**src/rtl/lsu_subword_rmw_if.sv**
```systemverilog
// Bus between the EX_MEM stage / data memory and the load-store alignment unit.
// The slave side is the alignment unit; the master side is the pipeline and memory.
interface lsu_subword_rmw_if #(
  parameter int ADDR_W = 32
);
  logic [ADDR_W-1:0] addr_i;
  logic [31:0]       wdata_i;
  logic [2:0]        funct3_i;
  logic              MemRead_i;
  logic              MemWrite_i;
  logic [31:0]       mem_rdata_i;
  logic [ADDR_W-1:0] mem_addr_o;
  logic [31:0]       mem_wdata_o;
  logic              mem_read_o;
  logic              mem_write_o;
  logic [31:0]       load_data_o;
  logic              stall_o;
  logic              fault_o;
  logic [ADDR_W-1:0] fault_addr_o;

  modport slave (
    input  addr_i, wdata_i, funct3_i, MemRead_i, MemWrite_i, mem_rdata_i,
    output mem_addr_o, mem_wdata_o, mem_read_o, mem_write_o, load_data_o,
           stall_o, fault_o, fault_addr_o
  );

  modport master (
    output addr_i, wdata_i, funct3_i, MemRead_i, MemWrite_i, mem_rdata_i,
    input  mem_addr_o, mem_wdata_o, mem_read_o, mem_write_o, load_data_o,
           stall_o, fault_o, fault_addr_o
  );
endinterface

```
**src/rtl/lsu_subword_rmw.sv**
```systemverilog
// Word-aligning load/store unit: extends sub-word loads, turns SB/SH into a
// stalling 2-cycle read-modify-write, and flags misaligned/out-of-range accesses.
module lsu_subword_rmw #(
  parameter int MEM_BYTES = 32,
  parameter int ADDR_W    = 32
) (
  input  logic              CLK,
  input  logic              RESET,
  lsu_subword_rmw_if.slave  bus
);
  localparam logic [ADDR_W-1:0] LAST_WORD = ADDR_W'(MEM_BYTES - 4);

  typedef enum logic {IDLE, MERGE} state_e;

  state_e            state_q, state_d;
  logic [31:0]       merge_q, merge_d;
  logic [ADDR_W-1:0] addr_q, addr_d;
  logic              fault_q, fault_d;
  logic [ADDR_W-1:0] fault_addr_q, fault_addr_d;

  logic [1:0]        off;
  logic [ADDR_W-1:0] aligned;
  logic              req, size_b, size_h, size_w, bad;
  logic [7:0]        byte_sel;
  logic [15:0]       half_sel;
  logic [31:0]       merged, load_ext;

  always_comb begin
    off      = bus.addr_i[1:0];
    aligned  = bus.addr_i & ~ADDR_W'(3);
    req      = bus.MemRead_i | bus.MemWrite_i;
    size_b   = (bus.funct3_i[1:0] == 2'b00);
    size_h   = (bus.funct3_i[1:0] == 2'b01);
    size_w   = (bus.funct3_i[1:0] == 2'b10);
    bad      = (size_h & off[0]) | (size_w & (off != 2'b00)) | (bus.addr_i > LAST_WORD)
             | (bus.funct3_i == 3'b011) | (bus.funct3_i[2:1] == 2'b11);
    byte_sel = bus.mem_rdata_i[{off, 3'b000} +: 8];
    half_sel = bus.mem_rdata_i[{off[1], 4'b0000} +: 16];
    // Store lane replaced inside the word just read.
    merged   = bus.mem_rdata_i;
    if (size_b) merged[{off, 3'b000} +: 8]     = bus.wdata_i[7:0];
    else        merged[{off[1], 4'b0000} +: 16] = bus.wdata_i[15:0];
    case (bus.funct3_i)
      3'b000:  load_ext = {{24{byte_sel[7]}}, byte_sel};
      3'b100:  load_ext = {24'd0, byte_sel};
      3'b001:  load_ext = {{16{half_sel[15]}}, half_sel};
      3'b101:  load_ext = {16'd0, half_sel};
      3'b010:  load_ext = bus.mem_rdata_i;
      default: load_ext = '0;
    endcase
  end

  always_comb begin
    state_d         = state_q;
    merge_d         = merge_q;
    addr_d          = addr_q;
    fault_d         = 1'b0;
    fault_addr_d    = fault_addr_q;
    bus.mem_addr_o  = aligned;
    bus.mem_wdata_o = '0;
    bus.mem_read_o  = 1'b0;
    bus.mem_write_o = 1'b0;
    bus.load_data_o = '0;
    bus.stall_o     = 1'b0;
    case (state_q)
      IDLE: begin
        if (req && bad) begin
          fault_d      = 1'b1;
          fault_addr_d = bus.addr_i;
        end else if (bus.MemWrite_i) begin
          if (size_w) begin
            bus.mem_write_o = 1'b1;
            bus.mem_wdata_o = bus.wdata_i;
          end else begin
            bus.mem_read_o = 1'b1;
            bus.stall_o    = 1'b1;
            merge_d        = merged;
            addr_d         = aligned;
            state_d        = MERGE;
          end
        end else if (bus.MemRead_i) begin
          bus.mem_read_o  = 1'b1;
          bus.load_data_o = load_ext;
        end
      end
      MERGE: begin
        bus.mem_write_o = 1'b1;
        bus.mem_addr_o  = addr_q;
        bus.mem_wdata_o = merge_q;
        state_d         = IDLE;
      end
      default: state_d = IDLE;
    endcase
    // A reset landing on MERGE must not commit the half-built word.
    if (RESET) begin
      bus.mem_write_o = 1'b0;
      bus.stall_o     = 1'b0;
    end
  end

  always_ff @(posedge CLK) begin
    if (RESET) begin
      state_q      <= IDLE;
      merge_q      <= '0;
      addr_q       <= '0;
      fault_q      <= 1'b0;
      fault_addr_q <= '0;
    end else begin
      state_q      <= state_d;
      merge_q      <= merge_d;
      addr_q       <= addr_d;
      fault_q      <= fault_d;
      fault_addr_q <= fault_addr_d;
    end
  end

  assign bus.fault_o      = fault_q;
  assign bus.fault_addr_o = fault_addr_q;
endmodule

```
**src/flat_wrapper.sv**
```systemverilog
// flat-port wrapper written by rule: the top's interface ports become plain ports
module lsu_subword_rmw_flat 
#(
  parameter int MEM_BYTES = 32,
  parameter int ADDR_W    = 32
)
  (CLK, RESET, bus_addr_i, bus_wdata_i, bus_funct3_i, bus_MemRead_i, bus_MemWrite_i, bus_mem_rdata_i, bus_mem_addr_o, bus_mem_wdata_o, bus_mem_read_o, bus_mem_write_o, bus_load_data_o, bus_stall_o, bus_fault_o, bus_fault_addr_o);
  lsu_subword_rmw_if #(.ADDR_W(ADDR_W)) bus_i ();
  input  logic CLK;
  input  logic RESET;
  input wire logic [$bits(bus_i.addr_i)-1:0] bus_addr_i;
  input wire logic [$bits(bus_i.wdata_i)-1:0] bus_wdata_i;
  input wire logic [$bits(bus_i.funct3_i)-1:0] bus_funct3_i;
  input wire logic [$bits(bus_i.MemRead_i)-1:0] bus_MemRead_i;
  input wire logic [$bits(bus_i.MemWrite_i)-1:0] bus_MemWrite_i;
  input wire logic [$bits(bus_i.mem_rdata_i)-1:0] bus_mem_rdata_i;
  output wire logic [$bits(bus_i.mem_addr_o)-1:0] bus_mem_addr_o;
  output wire logic [$bits(bus_i.mem_wdata_o)-1:0] bus_mem_wdata_o;
  output wire logic [$bits(bus_i.mem_read_o)-1:0] bus_mem_read_o;
  output wire logic [$bits(bus_i.mem_write_o)-1:0] bus_mem_write_o;
  output wire logic [$bits(bus_i.load_data_o)-1:0] bus_load_data_o;
  output wire logic [$bits(bus_i.stall_o)-1:0] bus_stall_o;
  output wire logic [$bits(bus_i.fault_o)-1:0] bus_fault_o;
  output wire logic [$bits(bus_i.fault_addr_o)-1:0] bus_fault_addr_o;
  assign bus_i.addr_i = bus_addr_i;
  assign bus_i.wdata_i = bus_wdata_i;
  assign bus_i.funct3_i = bus_funct3_i;
  assign bus_i.MemRead_i = bus_MemRead_i;
  assign bus_i.MemWrite_i = bus_MemWrite_i;
  assign bus_i.mem_rdata_i = bus_mem_rdata_i;
  assign bus_mem_addr_o = bus_i.mem_addr_o;
  assign bus_mem_wdata_o = bus_i.mem_wdata_o;
  assign bus_mem_read_o = bus_i.mem_read_o;
  assign bus_mem_write_o = bus_i.mem_write_o;
  assign bus_load_data_o = bus_i.load_data_o;
  assign bus_stall_o = bus_i.stall_o;
  assign bus_fault_o = bus_i.fault_o;
  assign bus_fault_addr_o = bus_i.fault_addr_o;
  lsu_subword_rmw #(.MEM_BYTES(MEM_BYTES), .ADDR_W(ADDR_W)) u_core (.CLK(CLK), .RESET(RESET), .bus(bus_i));
endmodule
```
**config.mk**
```make
export PLATFORM = sky130hd
export DESIGN_NAME = lsu_subword_rmw_flat
export DESIGN_NICKNAME = d
export VERILOG_FILES = /design/src/rtl/lsu_subword_rmw_if.sv /design/src/rtl/lsu_subword_rmw.sv /design/src/flat_wrapper.sv
export SDC_FILE = /design/constraint.sdc
export NUM_CORES = 1
export LEC_CHECK = 0
export ABC_CLOCK_PERIOD_IN_PS = 8500
export CAP_MARGIN = 5
export CORE_MARGIN = 2
export CORE_UTILIZATION = 48
export CTS_BUF_LIST = sky130_fd_sc_hd__clkbuf_8
export DETAILED_ROUTE_END_ITERATION = 8
export PLACE_DENSITY = 0.85
export RECOVER_POWER = 50
export SYNTH_ARGS = -nofsm -noshare
export SYNTH_HDL_FRONTEND = slang
export SYNTH_SLANG_ARGS = --single-unit
export TNS_END_PERCENT = 20
```
**constraint.sdc**
```tcl
create_clock -name CLK -period 8.5 [get_ports CLK]
set_clock_uncertainty 0.05 [all_clocks]
set_input_delay 1.7 -clock CLK [delete_from_list [all_inputs] [get_ports CLK]]
set_output_delay 1.7 -clock CLK [all_outputs]
set_load 0.1 [all_outputs]
```
Word level (Yosys, flattened, before mapping)

Cells that the tools add are included.

Bits in registers: 96
Input bits: 103
Output and inout port bits: 132
Word-level logic and storage cells: 68

Add/subtract/negate cells: 2
Order comparisons: 1
Equality and inequality tests: 8
Shift operators: 6
Mux-type cells: 29
Bitwise gates (word level): 10
Reduce and logical (&&, ||, !) cells: 7

Operators with widths:

| cell                      | number |
|---|---|
| $mux W32                  | 9 |
| $pmux W32 S5              | 1 |
| $bwmux W32                | 2 |
| $pmux W32 S2              | 1 |
| $gt A32 B5 Y1 const B     | 1 |
| $shift A16 B7 Y32 const A | 1 |
| $shift A8 B7 Y32 const A  | 1 |
| $shiftx A16 B7 Y32        | 1 |
| $shiftx A32 B6 Y16        | 1 |
| $shiftx A32 B6 Y8         | 1 |
| $shiftx A8 B7 Y32         | 1 |
| $mux W1                   | 14 |
| $neg A5 Y7                | 2 |
| $eq A3 B2 Y1 const B      | 2 |
| $eq A3 B3 Y1 const B      | 2 |
| $or A1 B1 Y1              | 5 |
| $eq A2 B2 Y1 const B      | 2 |
| $pmux W1 S2               | 2 |
| $reduce_and A4 Y1         | 1 |
| $eq A3 B1 Y1 const B      | 1 |
| $logic_not A3 Y1          | 1 |
| $not A1 Y1                | 3 |
| $and A1 B1 Y1             | 2 |
| $eq A2 B1 Y1 const B      | 1 |
| 5 further kinds           | 5 |

Longest topological paths before layout

Gate-level depths: netlist of run 1.

Word-level depth: 10
Depth in mapped cells: 9
Gate-level depth less buffers: 7

Worst setup path after synthesis of run 1

OpenSTA, ideal clock, no wires.

Kind: in2out
Start: input port bus_addr_i[1]
End: output port bus_mem_wdata_o[22]
Arrival time: 5.209 ns
Data required time: 6.750 ns
Path slack: 1.541 ns
Cell stages on the path: 8
Path buffers: 2
Cells stage by stage: clkbuf_1 > inv_1 > ha_1 > a21oi_2 > nor4_4 > nand3_1 > clkbuf_1 > o21ai_0

Word-level cells in the longest chain between the ends: 9
Elaborated cells on any way between the ends: 10
Classes of those cells: order compare (1); mux (2); bitwise (5); reduce/logical (2)

RTL lines:

| element                                                               | line                  | source |
|---|---|---|
| start: declaration                                                    | flat_wrapper.sv:11    | `input wire logic [$bits(bus_i.addr_i)-1:0] bus_addr_i;` |
| parallel branches: the longest is 3 deep, another holds $gt A32 B5 Y1 | -                     |  |
| $or A1 B1 Y1 (*)                                                      | lsu_subword_rmw.sv:35 | `bad = (size_h & off[0]) \| (size_w & (off != 2'b00)) \| (bus.addr_i > LAST_WORD)` |
| $or A1 B1 Y1 (*) (2 in a row)                                         | lsu_subword_rmw.sv:36 | `\| (bus.funct3_i == 3'b011) \| (bus.funct3_i[2:1] == 2'b11);` |
| $logic_and A1 B1 Y1 (*)                                               | lsu_subword_rmw.sv:67 | `if (req && bad) begin` |
| $mux W32 (*)                                                          | lsu_subword_rmw.sv:67 |  |
| $pmux W32 S2 (*)                                                      | lsu_subword_rmw.sv:65 | `case (state_q)` |
| end: declaration                                                      | flat_wrapper.sv:18    | `output wire logic [$bits(bus_i.mem_wdata_o)-1:0] bus_mem_wdata_o;` |

Mark *: on every way between the ends.

Worst setup path in the final report of run 1

Start: input port bus_addr_i[1]
End: output port bus_stall_o

Word-level cells in the longest chain between the ends: 10
Elaborated cells on any way between the ends: 11
Classes of those cells: order compare (1); mux (3); bitwise (5); reduce/logical (2)

RTL lines:

| element                                                               | line                  | source |
|---|---|---|
| parallel branches: the longest is 3 deep, another holds $gt A32 B5 Y1 | -                     |  |
| $or A1 B1 Y1 (*)                                                      | lsu_subword_rmw.sv:35 |  |
| $or A1 B1 Y1 (*) (2 in a row)                                         | lsu_subword_rmw.sv:36 |  |
| $logic_and A1 B1 Y1 (*)                                               | lsu_subword_rmw.sv:67 |  |
| $mux W1 (*)                                                           | lsu_subword_rmw.sv:67 |  |
| $mux W1 (*)                                                           | lsu_subword_rmw.sv:65 |  |
| $mux W1 (*)                                                           | lsu_subword_rmw.sv:95 | `if (RESET) begin` |
| end: declaration                                                      | flat_wrapper.sv:22    | `output wire logic [$bits(bus_i.stall_o)-1:0] bus_stall_o;` |

Marks and branches as above.

==> flow_summary_export.csv, run 1 <==
group,metric,value,unit
status,status,"finished with violations",
status,violations,"max-capacitance violations, max-slew violations",
global_route,grt_pass1_vias,5730,
synth,yosys-top-cells-area,"dfxtp_1 (35%), mux2i_1 (12%), mux2_2 (7.6%)",
pwr,pwr-share-comb,31.1,%
synth,yosysUniqueCellTypes,54,
timing,finalSetupTns,0,ns
timing,whs,0.4177,ns
cts,cts_sinks,96,
detailed_routing,wl_per_cell,19.85,µm
floorplanning,initial_core_util,48.74,%
pwr,vdd_drop_max,128.7,µV
placed_design,hpwl,15340,µm
detailed_routing,viasPerCell,5.717,
synth,ys_seq_area_share,34.98,%
detailed_routing,post-route-drc-count,0,
cts,post-cts-setup-buffers,0,
floorplanning,fp.dieW,111.0,µm
final_layout,layout.cells.non_filler,1014,
timing,rsz0062_at_grt,"false",
timing,max-slew-margin-rel,-69.22,%
cts,clk_latency,0.36,ns
timing,max_freq,142.3,MHz
synth,syn_avg_cell_area,8.262,µm²
cts,path_clk_slew,0.09,ns
cts,clk_path_buf_depth,2,
timing,tightest_slew,2.538,ns
setup_path,cp_top_family,"buffers and inverters",
min_path,min_path_type,"register to register",
global_route,grt_overflow,0,
synth,postSynthCellCount,665,
floorplanning,core_area,11270,µm²
synth,synthFlopType,"dfxtp_1",
pwr,switching_share,36.97,%
setup_path,cp_num_buf_inv,3,
pwr,p_int,0.6935,mW
final_layout,fillers,916,
placed_design,portBuffers,232,
global_route,antenna_found_initial,0,
setup_path,r2r_setup_slack,3.97,ns
timing,slew_violations,37,
setup_path,end_kind,"output pin",
timing,fin_crit_sh,82.65,%
setup_path,cpMaxStageDelayCell,"clkdlybuf4s50_1",
detailed_routing,drtIter0Drc,549,
placed_design,routabilityCongestion,0.9907,
pwr,net-switching-power,0.4067,mW
setup_path,critPathLaunchType,"input port",
setup_path,worstPathRequired,6.75,ns
floorplanning,pin_count,235,
final_layout,layout-drive-gt1-share,17.11,%
detailed_routing,vias,5797,
timing,fin_crit,7.025,ns
cts,cts_htree_levels,3,
final_layout,antenna_cells,0,
global_route,grt_pass1_wl,31240,µm
global_route,grt_max_degree,73,
cts,cts_tree,"yes",
synth,synth_edf_count,0,
synth,synthesis.area,5494,µm²
final_layout,fin_nets,973,
floorplanning,fp.dieH,111.0,µm
detailed_routing,ant_nets,0,
timing,setup_viol,0,
final_layout,regArea,1923,µm²
setup_path,crit_type,"input port to output pin",
global_route,track_usage,31.84,%
pwr,cellLeakagePower,3.107,nW
pwr,power_frac_seq,42.2,%
cts,clock-root-buffer,"clkbuf_8",
synth,async_reset_ff_share,0,%
cts,cts_buffers,9,
floorplanning,die_area,12320,µm²
floorplanning,fp-row-count,39,
synth,yosysTopAreaCell,"dfxtp_1",
pwr,clkPwrFrac,26.7,%
setup_path,cp_slowest_stage_delay,1.18,ns
pwr,power.density,141.4,nW/µm²
final_layout,area_growth_syn_to_layout,41.59,%
cts,cts_hold_buf,0,
setup_path,cp_cell_sequence,"dlygate4sd3_1 > inv_1 > ha_1 > a21oi_1 > nor4_4 > and3_2 > nor2b_1 > clkdlybuf4s50_1",
detailed_routing,routed_wl,20130,µm
synth,ys_ff_latch,96,
synth,synthDominantCellAreaShare,34.98,%
final_layout,multi_input_area,3283,µm²
setup_path,path_max_fanout,21,
cts,post_cts_resized,0,
setup_path,worstPathArrival,5.28,ns
synth,ys_warn_count,0,
timing,hold_viol,0,
detailed_routing,drt-pass1-iter-count,5,
placed_design,placed_cells,998,
run,maxCapViolCount,2,
-- state kept, by name, summed over array words and instances, names as in the netlist --
name and cells:
u_core.state_q 1, u_core.merge_q 32, u_core.bus.fault_addr_o 32, u_core.bus.fault_o 1, u_core.addr_q 30
-- cells by family (layout without fill, tap and decap cells) --
family          Yosys count  count (layout)  synth area share, %
buf+inv                  53             258                4.987
flops                    96              96                34.98
fa+ha+maj                 4               4               0.9110
compound gates          122             122                15.26
mux                     104             104                20.02
simple gates            285             285                23.78
other cells               1               2              0.06826
-- path summary, 6_finish.rpt --
check	from	to	cells after the start
max	bus_addr_i[1]	bus_stall_o	8
min	u_core.addr_q[16]	u_core.addr_q[16]	1
max reg2reg	u_core.state_q	u_core.addr_q[28]	6
min reg2reg	u_core.addr_q[16]	u_core.addr_q[16]	1
-- per-stage QoR --
stage	total power, mW	setup WS (ns)	utilization, %	area (µm²)
after detailed placement	0.8175	1.456	67.64	7625
after global routing	1.137	1.162	69.01	7779
final	1.100	1.475	69.01	7779
after global placement	0.8152	1.592	67.64	7625
after CTS	1.106	1.448	69.33	7815
after floorplan	0.6962	1.541	-	5498
-- cell usage in the layout (no fill, tap or decap), drive strengths merged, types with 3 or more instances in the layout --
cell / instances
clkdlybuf4s50: 132
nor2: 102
dfxtp: 96
nand2: 90
buf: 69
mux2i: 66
a21oi: 40
mux2: 37
o21ai: 37
dlygate4sd3: 34
nor3: 29
and2: 27
a22o: 16
clkbuf: 14
a22oi: 9
nor4: 8
a222oi: 6
nand3: 6
inv: 6
nand2b: 4
ha: 4
nand4: 3
nor2b: 3
nor3b: 3
and3: 3
or3b: 3
clkinv: 3
-- power by group through the flow --
stage	clock (mW)	combinational [mW]	sequential, mW
after floorplan	0	0.149	0.547
after global placement	0	0.341	0.475
after detailed placement	0	0.342	0.475
after CTS	0.297	0.344	0.465
after global routing	0.316	0.355	0.466
final	0.293	0.343	0.464
-- cell type report --
| cell class | instances | area share, % |
|---|---|---|
| inverters | 4 | 0.1930 |
| repair buffers | 238 | 28.13 |
| clock buffers | 11 | 1.946 |
| multi-input cells | 517 | 42.21 |
| clock inverters | 5 | 0.4986 |
| well taps | 143 | 2.300 |
| flip-flops and latches | 96 | 24.72 |
-- metal layers --
| layer | vias to the layer above | routed length (µm) | track usage [%] |
|---|---|---|---|
| met5 | - | 0 | 0 |
| met4 | 0 | 533 | 11.08 |
| met3 | 35 | 1867 | 9.951 |
| met2 | 292 | 9144 | 49.73 |
| met1 | 2746 | 8582 | 41.72 |
| li1 | 2724 | - | - |
-- synth_stat cells, drive strengths merged (2+ instances only) --
cell type / count
clkbuf: 34
a21oi: 40
dfxtp: 96
or3b: 3
nor4: 8
o21ai: 37
nand4: 3
mux2i: 66
a22o: 16
nor2: 102
a222oi: 6
and3: 3
o41ai: 2
o22ai: 2
and2: 27
buf: 15
ha: 4
inv: 4
nand3: 6
nand2: 90
a31o: 2
nor2b: 3
nand2b: 4
a22oi: 9
nor3: 29
nor3b: 3
a211oi: 2
mux2: 37
Power figures use the tool's default switching activity.
==> run 2: changes to the inputs <==
--- a/config.mk
+++ b/config.mk
@@ -5,13 +5,13 @@
 export SDC_FILE = /design/constraint.sdc
 export NUM_CORES = 1
 export LEC_CHECK = 0
-export ABC_CLOCK_PERIOD_IN_PS = 8500
+export ABC_CLOCK_PERIOD_IN_PS = 6700
 export CAP_MARGIN = 5
 export CORE_MARGIN = 2
-export CORE_UTILIZATION = 48
+export CORE_UTILIZATION = 44
 export CTS_BUF_LIST = sky130_fd_sc_hd__clkbuf_8
 export DETAILED_ROUTE_END_ITERATION = 8
-export PLACE_DENSITY = 0.85
+export PLACE_DENSITY = 0.79
 export RECOVER_POWER = 50
 export SYNTH_ARGS = -nofsm -noshare
 export SYNTH_HDL_FRONTEND = slang
==> constraint.sdc (replaced) <==
create_clock -name CLK -period 6.7 [get_ports CLK]
set_clock_uncertainty 0.05 [all_clocks]
set_input_delay 1.34 -clock CLK [delete_from_list [all_inputs] [get_ports CLK]]
set_output_delay 1.34 -clock CLK [all_outputs]
set_load 0.1 [all_outputs]
==> run 2 against run 1 <==
Compared with the run above:
- the flow still finishes with violations (max-capacitance violations, max-slew violations)
- total power rose by 26%
- combinational power rose by 26%
- worst setup slack got worse by 0.69 ns
- count of clock-buffer cells in the layout fell by 1
==> flow_summary_export.csv, run 2 (synthesized netlist as in run 1, its figures left out) <==
group,metric,value,unit
cts,cts_htree_levels,3,
cts,cts_buffers,9,
detailed_routing,met1Wirelength,8541,µm
timing,finalSetupTns,0,ns
floorplanning,fp-row-count,40,
global_route,track_usage,29.63,%
setup_path,end_kind,"output pin",
global_route,grt_pass1_wl,30850,µm
floorplanning,core_area,12110,µm²
setup_path,crit_type,"input port to output pin",
detailed_routing,post-route-drc-count,0,
final_layout,layout-drive-gt1-share,17.66,%
detailed_routing,top_layer_used,"met4",
pwr,cellLeakagePower,3.278,nW
timing,max-slew-margin-rel,-68.20,%
timing,rsz0062_at_grt,"false",
final_layout,final_common_cell,"clkdlybuf4s50_1",
cts,path_clk_slew,0.09,ns
detailed_routing,routed_wl,19980,µm
detailed_routing,met2_length,9283,µm
detailed_routing,vias,5787,
setup_path,worstPathArrival,4.53,ns
floorplanning,die_area,13400,µm²
placed_design,hpwl,15320,µm
cts,clk_latency,0.37,ns
detailed_routing,wl_met3,1606,µm
setup_path,cp_cell_sequence,"dlygate4sd3_1 > nand2b_1 > a21oi_1 > nor4_4 > nand4_1 > a21oi_1 > buf_12",
detailed_routing,drtIter0Drc,528,
setup_path,worstPathRequired,5.31,ns
floorplanning,fp.dieH,115.7,µm
global_route,antenna_found_initial,0,
final_layout,fin_nets,974,
setup_path,cp_slowest_stage_delay,0.92,ns
pwr,power.density,161.1,nW/µm²
setup_path,cp_num_buf_inv,2,
setup_path,cpMaxStageDelayCell,"dlygate4sd3_1",
cts,clock-root-buffer,"clkbuf_8",
cts,cts_tree,"yes",
setup_path,cp_top_family,"simple AND/OR/NAND/NOR gates",
detailed_routing,wl_per_cell,19.21,µm
timing,slew_violations,47,
timing,fin_crit,5.919,ns
run,maxCapViolCount,2,
timing,setup_viol,0,
timing,hold_viol,0,
pwr,vdd_drop_max,131.9,µV
setup_path,cp_common_cell,"a21oi_1",
detailed_routing,drt-pass1-iter-count,6,
final_layout,final_cell_mix,"clkdlybuf4s50_1 (130), nor2_1 (101), dfxtp_1 (95), nand2_1 (90), mux2i_1 (66)",
timing,max_freq,168.9,MHz
detailed_routing,ant_nets,0,
cts,cts_hold_buf,0,
timing,tightest_slew,2.523,ns
floorplanning,initial_core_util,45.36,%
floorplanning,pin_count,235,
cts,post-cts-setup-buffers,0,
placed_design,routabilityCongestion,0.9176,
min_path,min_path_type,"register to register",
floorplanning,fp.dieW,115.7,µm
final_layout,antenna_cells,0,
cts,cts_sinks,96,
global_route,grt_pass1_vias,5664,
timing,fin_crit_sh,88.34,%
setup_path,critPathLaunchType,"input port",
detailed_routing,viasPerCell,5.564,
status,violations,"max-capacitance violations, max-slew violations",
global_route,grt_overflow,0,
cts,post_cts_resized,0,
cts,clk_path_buf_depth,2,
final_layout,area_growth_syn_to_layout,56.50,%
pwr,power,1.385,mW
placed_design,portBuffers,232,
setup_path,path_max_fanout,19,
global_route,grt_max_degree,57,
status,status,"finished with violations",
==> run 2: changes by cell type in the layout (fill, tap and decap cells not counted), sizes merged <==
cell / change
buf: +4
clkbuf: -2
clkdlybuf4s50: -2
inv: +1
==> run 2: layout make-up <==
| cell class | instances | area (µm²) |
|---|---|---|
| clock buffers | 10 | 137.6 |
| well taps | 168 | 210.2 |
| flip-flops and latches | 96 | 1923 |
| repair buffers | 239 | 2984 |
| inverters | 4 | 15.01 |
| clock inverters | 6 | 42.54 |
| fillers | 995 | 3513 |
| multi-input cells | 517 | 3286 |
==> run 2: worst paths after layout <==
path | startpoint | endpoint | slack (ns) | cells past startpoint
worst max-delay path | bus_funct3_i[0] | bus_load_data_o[11] | 0.78 | 7
worst min-delay path | u_core.addr_q[5] | u_core.addr_q[5] | 0.42 | 1
worst min register to register | u_core.addr_q[5] | u_core.addr_q[5] | 0.42 | 1
worst max register to register | u_core.state_q | u_core.addr_q[12] | 2.25 | 7
==> run 2: worst reg2reg max path, stage by stage (launching register included) <==
cell and delay (ns):
dfxtp_2 0.55, buf_4 0.39, nor2b_1 0.21, nand4_1 0.12, nor4_2 0.15, clkbuf_1 1.81
nor2_2 0.66, and2_0 0.40
==> run 2: where the power goes <==
group / switching, mW / internal, mW / total [mW]
registers: 0.00623 / 0.583 / 0.589
logic: 0.295 / 0.138 / 0.433
clock network: 0.215 / 0.147 / 0.363
total: 0.516 / 0.869 / 1.38
==> run 2: layer usage <==
metal  vias to the layer above  GRT usage [%]
met5                         -              0
met4                         0          10.56
met3                        51          7.636
met2                       291          47.02
met1                      2719          39.21
li1                       2726              -
==> run 2: stage by stage <==
stage / instances / cell area (µm²) / utilization (%) / setup slack [ns] / hold WS (ns)
floorplan: 666 / 5498 / - / 0.4613 / 0.3739
global placement: 1024 / 8447 / 69.74 / 1.029 / 0.3872
detailed placement: 1024 / 8447 / 69.74 / 0.8637 / 0.3928
CTS: 1040 / 8627 / 71.23 / 0.8578 / 0.4181
global route: 1040 / 8598 / 70.99 / 0.5472 / 0.4293
finish: 1040 / 8598 / 70.99 / 0.7809 / 0.4159
